## config.mk

```make
export PLATFORM = sky130hd
export DESIGN_NAME = microwave_cook_fsm_flat
export DESIGN_NICKNAME = d
export VERILOG_FILES = /design/src/rtl/microwave_pkg.sv /design/src/rtl/microwave_cook_fsm_if.sv /design/src/rtl/microwave_cook_fsm_sec_tick_gen.sv /design/src/rtl/microwave_cook_fsm.sv /design/src/flat_wrapper.sv
export SDC_FILE = /design/constraint.sdc
export NUM_CORES = 1
export LEC_CHECK = 0
export CORE_UTILIZATION = 51
export CTS_BUF_LIST = sky130_fd_sc_hd__clkbuf_8
export CTS_CLUSTER_DIAMETER = 150
export CTS_CLUSTER_SIZE = 8
export DETAILED_ROUTE_END_ITERATION = 6
export GPL_TIMING_DRIVEN = 0
export PLACE_DENSITY = 0.72
export SLEW_MARGIN = 20
export SYNTH_ARGS = -nofsm -noshare
export SYNTH_HDL_FRONTEND = slang
export SYNTH_SLANG_ARGS = --single-unit
```

## constraint.sdc

```tcl
create_clock -name clk -period 5.6 [get_ports clk]
set_input_delay 0.56 -clock clk [delete_from_list [all_inputs] [get_ports clk]]
set_output_delay 0.56 -clock clk [all_outputs]
set_load 0.1 [all_outputs]
```

## src/rtl/microwave_pkg.sv

```systemverilog
// ---------------------------------------------------------------------------
// microwave_pkg : mode encodings, add-time constants and a saturating adder
// Rev 1.0 - initial release
// ---------------------------------------------------------------------------
`default_nettype none

package microwave_pkg;

  localparam int TIME_W = 13;

  // Shared with the DC motor controller; the encodings must not change.
  typedef enum logic [2:0] {
    MODE_IDLE   = 3'b000,
    MODE_SET    = 3'b001,
    MODE_RUN    = 3'b010,
    MODE_STOP   = 3'b011,
    MODE_FINISH = 3'b100
  } mode_e;

  localparam int ADD_SHORT = 10;
  localparam int ADD_LONG  = 60;
  localparam int QUICK_SEC = 30;

  function automatic logic [TIME_W-1:0] sat_add(input logic [TIME_W-1:0] a,
                                                input logic [TIME_W-1:0] n,
                                                input logic [TIME_W-1:0] lim);
    logic [TIME_W:0] s;
    s = {1'b0, a} + {1'b0, n};
    if (s > {1'b0, lim}) return lim;
    return s[TIME_W-1:0];
  endfunction

endpackage

`default_nettype wire

```

## src/rtl/microwave_cook_fsm_if.sv

```systemverilog
// ---------------------------------------------------------------------------
// microwave_cook_fsm_if : button/door inputs and mode/display/buzzer outputs
// Rev 1.0 - initial release
// ---------------------------------------------------------------------------
`default_nettype none

interface microwave_cook_fsm_if;

  logic       btn_start;
  logic       btn_stop;
  logic       btn_add_10s;
  logic       btn_add_1m;
  logic       door_open;
  logic [2:0] mode;
  logic [6:0] remain_min;
  logic [5:0] remain_sec;
  logic       buzzer;
  logic       done;

  modport master (
    output btn_start, btn_stop, btn_add_10s, btn_add_1m, door_open,
    input  mode, remain_min, remain_sec, buzzer, done
  );

  modport slave (
    input  btn_start, btn_stop, btn_add_10s, btn_add_1m, door_open,
    output mode, remain_min, remain_sec, buzzer, done
  );

endinterface

`default_nettype wire

```

## src/rtl/microwave_cook_fsm_sec_tick_gen.sv

```systemverilog
// ---------------------------------------------------------------------------
// sec_tick_gen : prescaler producing a one-cycle tick every CLK_HZ cycles
// Rev 1.0 - initial release
// ---------------------------------------------------------------------------
`default_nettype none

module sec_tick_gen #(
  parameter int CLK_HZ = 100_000_000
) (
  input  logic clk,
  input  logic reset_n,
  input  logic enable,
  input  logic clear,
  output logic tick
);

  localparam int              CNT_W = (CLK_HZ > 1) ? $clog2(CLK_HZ) : 1;
  localparam logic [CNT_W-1:0] TERM = CNT_W'(CLK_HZ - 1);

  logic [CNT_W-1:0] cnt_q, cnt_d;

  always_comb begin
    tick  = enable && !clear && (cnt_q == TERM);
    cnt_d = cnt_q;
    if (clear) begin
      cnt_d = '0;
    end else if (enable) begin
      cnt_d = tick ? '0 : cnt_q + CNT_W'(1);
    end
  end

  always_ff @(posedge clk) begin
    if (!reset_n) begin
      cnt_q <= '0;
    end else begin
      cnt_q <= cnt_d;
    end
  end

endmodule

`default_nettype wire

```

## src/rtl/microwave_cook_fsm.sv

```systemverilog
// ---------------------------------------------------------------------------
// microwave_cook_fsm : cook-time entry, 1 s countdown, finish buzzer/done.
// Optional: MICROWAVE_QUICK_START_EN (start in IDLE loads 30 s and runs;
//           start in RUN adds 30 s).
// Rev 1.0 - initial release
// ---------------------------------------------------------------------------
`default_nettype none

module microwave_cook_fsm
  import microwave_pkg::*;
#(
  parameter int CLK_HZ   = 100_000_000,
  parameter int MAX_SEC  = 5999,
  parameter int BEEP_SEC = 3
) (
  input  logic                 clk,
  input  logic                 reset_n,
  microwave_cook_fsm_if.slave  bus
);

  localparam int               BEEP_W = (BEEP_SEC > 1) ? $clog2(BEEP_SEC) : 1;
  localparam logic [BEEP_W-1:0] BEEP_LAST = BEEP_W'(BEEP_SEC - 1);
  localparam logic [TIME_W-1:0] MAX_T   = TIME_W'(MAX_SEC);
  localparam logic [TIME_W-1:0] T_SHORT = TIME_W'(ADD_SHORT);
  localparam logic [TIME_W-1:0] T_LONG  = TIME_W'(ADD_LONG);
  localparam logic [TIME_W-1:0] T_QUICK = TIME_W'(QUICK_SEC);

  mode_e             mode_q, mode_d;
  logic [TIME_W-1:0] t_q, t_d;
  logic [BEEP_W-1:0] beep_q, beep_d;
  logic              buzzer_q, buzzer_d;
  logic              done_q, done_d;

  logic              w_tick;
  logic              w_tick_en;
  logic              w_tick_clr;
  logic              w_add;
  logic [TIME_W-1:0] w_add_n;
  logic              w_any_evt;
  logic [TIME_W-1:0] w_base;

  // The prescaler is shared: it times the RUN countdown and the FINISH beep.
  assign w_tick_en  = ((mode_q == MODE_RUN) && (t_q != '0)) || (mode_q == MODE_FINISH);
  assign w_tick_clr = (mode_q != MODE_RUN) && (mode_q != MODE_FINISH);

  sec_tick_gen #(
    .CLK_HZ (CLK_HZ)
  ) u_tick (
    .clk     (clk),
    .reset_n (reset_n),
    .enable  (w_tick_en),
    .clear   (w_tick_clr),
    .tick    (w_tick)
  );

  assign w_add     = bus.btn_add_1m || bus.btn_add_10s;
  assign w_add_n   = bus.btn_add_1m ? T_LONG : T_SHORT;
  assign w_any_evt = bus.door_open || bus.btn_start || bus.btn_stop || w_add;

  always_comb begin
    mode_d   = mode_q;
    t_d      = t_q;
    beep_d   = beep_q;
    buzzer_d = buzzer_q;
    done_d   = 1'b0;
    w_base   = t_q - (w_tick ? TIME_W'(1) : TIME_W'(0));

    unique case (mode_q)
      MODE_IDLE: begin
        if (bus.btn_stop) begin
          t_d = '0;
        end else if (bus.btn_start) begin
`ifdef MICROWAVE_QUICK_START_EN
          if (!bus.door_open && (t_q == '0)) begin
            t_d    = T_QUICK;
            mode_d = MODE_RUN;
          end
`endif
        end else if (w_add) begin
          t_d    = sat_add(t_q, w_add_n, MAX_T);
          mode_d = MODE_SET;
        end
      end

      MODE_SET: begin
        if (bus.btn_stop) begin
          t_d    = '0;
          mode_d = MODE_IDLE;
        end else if (bus.btn_start) begin
          if (!bus.door_open && (t_q != '0)) mode_d = MODE_RUN;
        end else if (w_add) begin
          t_d = sat_add(t_q, w_add_n, MAX_T);
        end
      end

      MODE_RUN: begin
        // Pausing takes precedence over a coincident tick: time is held.
        if (bus.door_open || bus.btn_stop) begin
          mode_d = MODE_STOP;
        end else begin
          t_d = w_base;
          if (bus.btn_start) begin
`ifdef MICROWAVE_QUICK_START_EN
            t_d = sat_add(w_base, T_QUICK, MAX_T);
`endif
          end else if (bus.btn_add_1m) begin
            t_d = sat_add(w_base, T_LONG, MAX_T);
          end
          if (t_d == '0) begin
            mode_d   = MODE_FINISH;
            done_d   = 1'b1;
            buzzer_d = 1'b1;
            beep_d   = '0;
          end
        end
      end

      MODE_STOP: begin
        if (bus.btn_stop) begin
          t_d    = '0;
          mode_d = MODE_IDLE;
        end else if (bus.btn_start) begin
          if (!bus.door_open && (t_q != '0)) mode_d = MODE_RUN;
        end else if (w_add) begin
          t_d = sat_add(t_q, w_add_n, MAX_T);
        end
      end

      MODE_FINISH: begin
        if (w_any_evt) begin
          mode_d   = MODE_IDLE;
          buzzer_d = 1'b0;
          beep_d   = '0;
        end else if (w_tick) begin
          if (beep_q == BEEP_LAST) begin
            mode_d   = MODE_IDLE;
            buzzer_d = 1'b0;
            beep_d   = '0;
          end else begin
            beep_d = beep_q + BEEP_W'(1);
          end
        end
      end

      default: begin
        mode_d   = MODE_IDLE;
        t_d      = '0;
        beep_d   = '0;
        buzzer_d = 1'b0;
      end
    endcase
  end

  always_ff @(posedge clk) begin
    if (!reset_n) begin
      mode_q   <= MODE_IDLE;
      t_q      <= '0;
      beep_q   <= '0;
      buzzer_q <= 1'b0;
      done_q   <= 1'b0;
    end else begin
      mode_q   <= mode_d;
      t_q      <= t_d;
      beep_q   <= beep_d;
      buzzer_q <= buzzer_d;
      done_q   <= done_d;
    end
  end

  assign bus.mode       = mode_q;
  assign bus.remain_min = 7'(t_q / TIME_W'(60));
  assign bus.remain_sec = 6'(t_q % TIME_W'(60));
  assign bus.buzzer     = buzzer_q;
  assign bus.done       = done_q;

endmodule

`default_nettype wire

```

## src/flat_wrapper.sv

```systemverilog
// flat-port wrapper written by rule: the top's interface ports become plain ports
module microwave_cook_fsm_flat import microwave_pkg::*;
#(
  parameter int CLK_HZ   = 100_000_000,
  parameter int MAX_SEC  = 5999,
  parameter int BEEP_SEC = 3
)
  (clk, reset_n, bus_btn_start, bus_btn_stop, bus_btn_add_10s, bus_btn_add_1m, bus_door_open, bus_mode, bus_remain_min, bus_remain_sec, bus_buzzer, bus_done);
  microwave_cook_fsm_if bus_i ();
  input  logic clk;
  input  logic reset_n;
  input wire logic [$bits(bus_i.btn_start)-1:0] bus_btn_start;
  input wire logic [$bits(bus_i.btn_stop)-1:0] bus_btn_stop;
  input wire logic [$bits(bus_i.btn_add_10s)-1:0] bus_btn_add_10s;
  input wire logic [$bits(bus_i.btn_add_1m)-1:0] bus_btn_add_1m;
  input wire logic [$bits(bus_i.door_open)-1:0] bus_door_open;
  output wire logic [$bits(bus_i.mode)-1:0] bus_mode;
  output wire logic [$bits(bus_i.remain_min)-1:0] bus_remain_min;
  output wire logic [$bits(bus_i.remain_sec)-1:0] bus_remain_sec;
  output wire logic [$bits(bus_i.buzzer)-1:0] bus_buzzer;
  output wire logic [$bits(bus_i.done)-1:0] bus_done;
  assign bus_i.btn_start = bus_btn_start;
  assign bus_i.btn_stop = bus_btn_stop;
  assign bus_i.btn_add_10s = bus_btn_add_10s;
  assign bus_i.btn_add_1m = bus_btn_add_1m;
  assign bus_i.door_open = bus_door_open;
  assign bus_mode = bus_i.mode;
  assign bus_remain_min = bus_i.remain_min;
  assign bus_remain_sec = bus_i.remain_sec;
  assign bus_buzzer = bus_i.buzzer;
  assign bus_done = bus_i.done;
  microwave_cook_fsm #(.CLK_HZ(CLK_HZ), .MAX_SEC(MAX_SEC), .BEEP_SEC(BEEP_SEC)) u_core (.clk(clk), .reset_n(reset_n), .bus(bus_i));
endmodule
```

==> results_dict.tcl, run 1 <==
set metrics [dict create \
    status "finished, final reports clean" \
    finClkSkew_ns 0.00422 \
    finalCritPeriodShare_pct 99.8 \
    rsz0062_at_grt "true" \
    fin_area_mm2 0.00555 \
    ios 25 \
    reg2reg_to "u_core.bus.mode[2]$_SDFFE_PN0P_" \
    path_class "reg -> reg" \
    crit_fanout 6 \
    synth_area_leaders "dfxtp_1 (20%), xnor2_1 (7.2%), o21ai_0 (6.1%), nor2_1 (5.8%), a21oi_1 (4.1%)" \
    ys_types 76 \
    rows 34 \
    antenna_found_initial 0 \
    portBuffers 24 \
    cts_tree "built" \
    synth_seq_cells 47 \
    dp.cells 778 \
    synthFlopType "dfxtp_1" \
    nNetsFinal 720 \
    drive_gt1_share_pct 16.3 \
    die_area_mm2 0.00939 \
    netlist_area_mm2 0.00459 \
    grt_max_degree 17 \
    worst_setup_path_end_kind "flip-flop" \
    routed_wl_um 14000 \
    fin_cells 812 \
    holdWs_ns 0.476 \
    synthToLayoutAreaGrowth_pct 20.8 \
    track_usage_pct 28.3 \
    die_width_um 96.9 \
    num_antenna_cells 0 \
    core_area_mm2 0.00872 \
    r2r_cells 19 \
    hold_viol_final 0 \
    yosys_warnings 0 \
    drt-wirelength-per-cell_um 17.3 \
    vias_per_cell 6.34 \
    htree_num_levels 2 \
    synth_top_cell_by_area "dfxtp_1" \
    maxSlewViolCount 0 \
    dp_hpwl_um 10100 \
    max_cap_viol_count 0 \
    crit_start "u_core.t_q[0]$_SDFFE_PN0P_" \
    netlist_instances 645 \
    fmax_mhz 179 \
    cp_data_required_time_ns 5.84 \
    grt_pass1_vias 4511 \
    drtIter0Drc 495 \
    synth_edf_count 0 \
    r2r_start "u_core.t_q[0]$_SDFFE_PN0P_" \
    fillers 805 \
    netlist.area_leader.share_pct 20.5 \
    hold-path-endpoint "u_core.bus.buzzer$_SDFFE_PN0P_" \
    period_minus_slack_ns 5.59 \
    regArea_um2 978 \
    worstMarginPinSlew_ns 0.973 \
    gp_congestion 0.941 \
    cts_hold_buf 0 \
    ys_async_sr_fraction_pct 0 \
    dr.pass1.iters 5 \
    drtAntennaViolNets 0 \
    dpl_cell_area_mm2 0.00503 \
    p_per_area_mw_per_mm2 237 \
    cts_inserted_buffers 5 \
    hp-class "reg -> reg" \
    finalSetupViolCount 0 \
    vias 5151 \
    cts.sinks 47 \
    start_kind "flip-flop" \
    whs_path_depth 2 \
    max_slew_margin_pct 34.9 \
    clk_latency_ns 0.31 \
    start_util_pct 52.7 \
    cts_buffer_depth 2 \
    arrival_ns 5.83 \
    root_buffer "clkbuf_8" \
    seq_area_frac_synth_pct 20.5 \
    pre_cts_ws_ns -0.934 \
    drc 0 \
    postSynthAreaPerCell_um2 7.12 \
    ir_worst_vdd_mv 0.310 \
    r2r_slack_ns 0.01 \
    min_from "u_core.bus.buzzer$_SDFFE_PN0P_" \
    synth_nets 662 \
    p_leak_nw 1.87 \
    path_clk_slew_ns 0.10 \
    grt_pass1_wl_um 22200 \
    multi_input_area_mm2 0.00354 \
    fp.dieH_um 96.9 \
    layout_setup_ws_ns 0.0116 \
    grt_overflow_total 0 \
]
registers in the layout, indices dropped and copies added, names as in the netlist:
register             cells
u_core.beep_q            2
u_core.bus.buzzer        1
u_core.bus.done          1
u_core.bus.mode          3
u_core.t_q              13
u_core.u_tick.cnt_q     27
cells by family (layout without fill, tap and decap cells):
logic type	Yosys count	count (layout)	synth area share (%)
AO/OA/AOI/OAI	206	206	30.2
adder cells (fa/ha/maj)	10	10	2.89
XOR/XNOR	57	57	11.6
buffers and inverters	66	125	5.75
AND/OR/NAND/NOR	256	256	28.4
multiplexers	3	3	0.681
flip-flops	47	47	20.5
cell type report:
class / instances / share of cell area (%)
clock inverters: 3 / 0.812
multi-input cells: 532 / 63.8
plain buffers: 36 / 3.86
flip-flops and latches: 47 / 17.6
inverters: 24 / 1.62
clock buffers: 5 / 1.24
well taps: 108 / 2.44
repair buffers: 57 / 8.59
critical path, cell delays in order (launching register included):
cell	delay, ns
dfxtp_1	0.46
nor4_2	0.08
nand4_1	0.19
a21o_1	0.17
nand4_1	0.10
or3_1	0.38
buf_6	0.14
nor4_4	0.14
buf_6	0.18
ha_4	0.15
or4b_4	0.50
or4_4	0.50
buf_6	0.14
or3_4	0.40
xnor2_4	0.16
buf_6	0.14
or4_1	0.51
a2111o_1	0.49
or4_4	0.55
a21boi_1	0.14
power by group:
part	switching (W)	internal, W	leakage (nW)	total, W
combinational	0.000464	0.000214	1.42	0.000678
sequential	0.0000212	0.000346	0.389	0.000367
clock	0.000135	0.000135	0.0591	0.000270
total	0.000620	0.000696	1.87	0.00132
worst max-delay path by stage:
stage,slack (ns),depth (start not counted),endpoint
2_1_floorplan,0.01,19,u_core.bus.mode[1]$_SDFFE_PN0P_
3_5_place_dp,-0.93,21,u_core.bus.mode[1]$_SDFFE_PN0P_
4_1_cts,-0.02,20,u_core.bus.mode[1]$_SDFFE_PN0P_
6_report,0.01,19,u_core.bus.mode[2]$_SDFFE_PN0P_
3_3_place_gp,-0.92,21,u_core.bus.mode[1]$_SDFFE_PN0P_
5_1_grt,-0.16,19,u_core.bus.mode[2]$_SDFFE_PN0P_
cells in the mapped netlist (4+ instances only):
library cell	count
nand4_1	12
o221ai_1	4
o21ai_0	56
a21oi_1	38
nand2_1	47
o2111ai_1	4
nor2b_1	6
and2_1	11
o21a_1	5
xor2_1	17
ha_1	9
o31ai_1	8
o31a_1	5
inv_1	22
nor3_1	18
dfxtp_1	47
nand2b_1	8
or4_1	9
xnor2_1	38
nand3_1	26
and3_1	7
or2_2	5
a31o_2	6
nor2_1	71
o21bai_1	6
o211ai_1	4
or3_1	7
a21o_1	7
nor4_1	14
clkbuf_1	36
a211oi_1	7
a31oi_1	17
layout by cell type (no fill, tap or decap), drive strengths merged, types with 18 or more instances in the layout:
| cell type | n |
|---|---|
| dfxtp | 47 |
| nand2 | 47 |
| nand3 | 26 |
| a21oi | 38 |
| inv | 24 |
| nor2 | 71 |
| o21ai | 57 |
| xnor2 | 39 |
| nor3 | 18 |
| buf | 45 |
| clkbuf | 33 |
| clkdlybuf4s50 | 18 |
metrics by stage:
| stage | TNS, ns | util, % | total power, W |
|---|---|---|---|
| 6_report | 0 | 63.6 | 0.00132 |
| 5_1_grt | -0.438 | 63.6 | 0.00137 |
| 4_1_cts | -0.0172 | 60.8 | 0.00128 |
| 3_5_place_dp | -11.07 | 57.7 | 0.00100 |
| 3_3_place_gp | -10.46 | 57.7 | 0.000996 |
| 2_1_floorplan | 0 | - | 0.000862 |
layer usage:
metal	track usage, %	share of wire, %	up-vias
li1	-	-	2498
met1	38.5	44	2395
met2	46.5	46	227
met3	4.34	7.5	31
met4	7.46	2.3	0
met5	0	0	-
repair_timing:
action                                  in CTS  in global routing
endpoints found under the hold margin        0                  0
endpoints found under the setup margin      23                 19
pin swaps                                    9                 10
gates resized for setup                     42                 46
buffers inserted                             9                 23
No activity file was read; power rests on OpenSTA's default activity.
==> inputs of run 2 (changes only) <==
--- a/config.mk
+++ b/config.mk
@@ -12,6 +12,7 @@
 export DETAILED_ROUTE_END_ITERATION = 6
 export GPL_TIMING_DRIVEN = 0
 export PLACE_DENSITY = 0.72
+export RECOVER_POWER = 25
 export SLEW_MARGIN = 20
 export SYNTH_ARGS = -nofsm -noshare
 export SYNTH_HDL_FRONTEND = slang
==> results of run 2 <==
No change in the layout: final DEF, timing and power equal those of run 1.
==> inputs of run 3 (changes only) <==
--- a/config.mk
+++ b/config.mk
@@ -11,7 +11,7 @@
 export CTS_CLUSTER_SIZE = 8
 export DETAILED_ROUTE_END_ITERATION = 6
 export GPL_TIMING_DRIVEN = 0
-export PLACE_DENSITY = 0.72
+export PLACE_DENSITY = 0.82
 export RECOVER_POWER = 25
 export SLEW_MARGIN = 20
 export SYNTH_ARGS = -nofsm -noshare
==> run 3 against run 2 <==
Net effect: the flow now finishes with violations (negative setup slack); largest power group unchanged; combinational power up 2%; worst hold slack worse by 0.018 ns; global-route usage up 0.57 points; design area up 0.99%; clock skew up 0.0080 ns; routed wire length up 2.7%.
==> results_dict.tcl, run 3 (synthesis results as in run 1) <==
set metrics [dict create \
    status "finished, violations left" \
    violations "negative setup slack" \
    core_area_mm2 0.00872 \
    pwr-share-comb_pct 52.5 \
    root_buffer "clkbuf_8" \
    seqPwrFrac_pct 28.0 \
    finalSetupViolCount 3 \
    die_area_mm2 0.00939 \
    holdWs_ns 0.458 \
    multi_input_area_mm2 0.00356 \
    max_slew_margin_pct 34.9 \
    vias_per_cell 6.61 \
    gp_congestion 0.982 \
    dp.cells 778 \
    dp_hpwl_um 10100 \
    rsz0062_at_grt "true" \
    finClkSkew_ns 0.0122 \
    drc 0 \
    p_sw_w 0.000617 \
    cp_data_required_time_ns 5.81 \
    hp-class "reg -> reg" \
    drive_gt1_share_pct 17.5 \
    cts_hold_buf 0 \
    clkPwrFrac_pct 19.5 \
    die_width_um 96.9 \
    cts_buffer_depth 2 \
    htree_num_levels 2 \
    cts_inserted_buffers 5 \
    top_register "u_core.u_tick.cnt_q" \
    cts.sinks 47 \
    fillers 705 \
    layout_commonest_cell "nor2_1" \
    grt_max_degree 15 \
    path_class "reg -> reg" \
    drtIter0Drc 623 \
    final_cell_mix "nor2_1 (69), o21ai_0 (53), nand2_1 (47), buf_4 (40), a21oi_1 (38)" \
    period_minus_slack_ns 5.75 \
    fmax_mhz 174 \
    portBuffers 24 \
    p_per_area_mw_per_mm2 234 \
    p_int_w 0.000695 \
    grt_overflow_total 0 \
    start_util_pct 52.7 \
    largest_reg_flops 27 \
    tns_ns -0.176 \
    nNetsFinal 726 \
    maxSlewViolCount 0 \
    arrival_ns 5.97 \
    cts_tree "built" \
    start_kind "flip-flop" \
    track_usage_pct 28.9 \
    num_antenna_cells 0 \
    max_cap_viol_count 0 \
    pre_cts_ws_ns -0.966 \
    routed_wl_um 14400 \
    regArea_um2 976 \
    swShare_pct 47.0 \
    path_clk_slew_ns 0.10 \
    antenna_found_initial 0 \
    fin_cells 817 \
    worstMarginPinSlew_ns 0.973 \
    ios 25 \
    hold_viol_final 0 \
    rows 34 \
    worst_setup_path_end_kind "flip-flop" \
    fp.dieH_um 96.9 \
    drt-wirelength-per-cell_um 17.7 \
    grt_pass1_vias 4830 \
    synthToLayoutAreaGrowth_pct 22.0 \
    crit_fanout 5 \
    dr.pass1.iters 7 \
    p_leak_nw 1.89 \
    ir_worst_vdd_mv 0.323 \
    finalCritPeriodShare_pct 103 \
    vias 5398 \
    drtAntennaViolNets 0 \
    power_w 0.00131 \
    grt_pass1_wl_um 22800 \
    layout_setup_ws_ns -0.153 \
    clk_latency_ns 0.31 \
]
==> run 3: cell type report <==
class	count	area share, %
Tap cell	108	2.41
Sequential cell	47	17.4
Clock inverter	2	0.670
Timing Repair Buffer	63	9.27
Clock buffer	5	1.23
Multi-Input combinational cell	532	63.6
Buffer	36	3.82
Inverter	24	1.61
==> run 3: worst paths after layout <==
kind / startpoint / end / slack, ns / cells after the start
max: u_core.t_q[9]$_SDFFE_PN0P_ / u_core.bus.mode[1]$_SDFFE_PN0P_ / -0.15 / 21
min: u_core.bus.buzzer$_SDFFE_PN0P_ / u_core.bus.buzzer$_SDFFE_PN0P_ / 0.46 / 2
max reg2reg: u_core.t_q[9]$_SDFFE_PN0P_ / u_core.bus.mode[1]$_SDFFE_PN0P_ / -0.15 / 21
min reg2reg: u_core.bus.buzzer$_SDFFE_PN0P_ / u_core.bus.buzzer$_SDFFE_PN0P_ / 0.46 / 2
==> run 3: power groups by stage <==
stage	combinational (W)	clock (W)	sequential, W
2_1_floorplan	0.000493	0	0.000369
3_3_place_gp	0.000632	0	0.000360
3_5_place_dp	0.000643	0	0.000361
4_1_cts	0.000650	0.000255	0.000361
5_1_grt	0.000732	0.000266	0.000369
6_report	0.000689	0.000256	0.000368
==> run 3: worst max-delay path, stage by stage (launching register included) <==
cell,delay (ns)
dfxtp_2,0.36
buf_8,0.11
nor3_1,0.07
nand4_1,0.19
a21o_1,0.18
nand4_1,0.11
or3_1,0.41
buf_6,0.14
nor4_4,0.12
buf_4,0.19
ha_4,0.14
or4b_4,0.49
or4_4,0.43
buf_6,0.13
or3_4,0.40
xnor2_4,0.17
buf_4,0.14
buf_4,0.14
or4_4,0.52
a2111o_1,0.48
or4_4,0.56
and3_4,0.19
==> run 3: layer usage <==
layer  track usage [%]  share of wire, %  up-vias
li1                  -                 -     2510
met5                 0                 0        -
met2              47.3                46      314
met4              11.4               3.8        0
met3              4.05               9.1       64
met1              38.2                41     2510
==> run 3: per-stage QoR <==
stage / area, um2 / utilization [%]
final: 5600 / 64.2
after global placement: 5030 / 57.7
after global routing: 5600 / 64.2
after CTS: 5300 / 60.8
after floorplan: 4650 / -
after detailed placement: 5030 / 57.7
==> run 3: timing repair <==
action	CTS	global route
pin swaps	7	15
setup endpoints to repair	23	18
cloned	0	0
buffers inserted	10	28
resized for setup	41	51
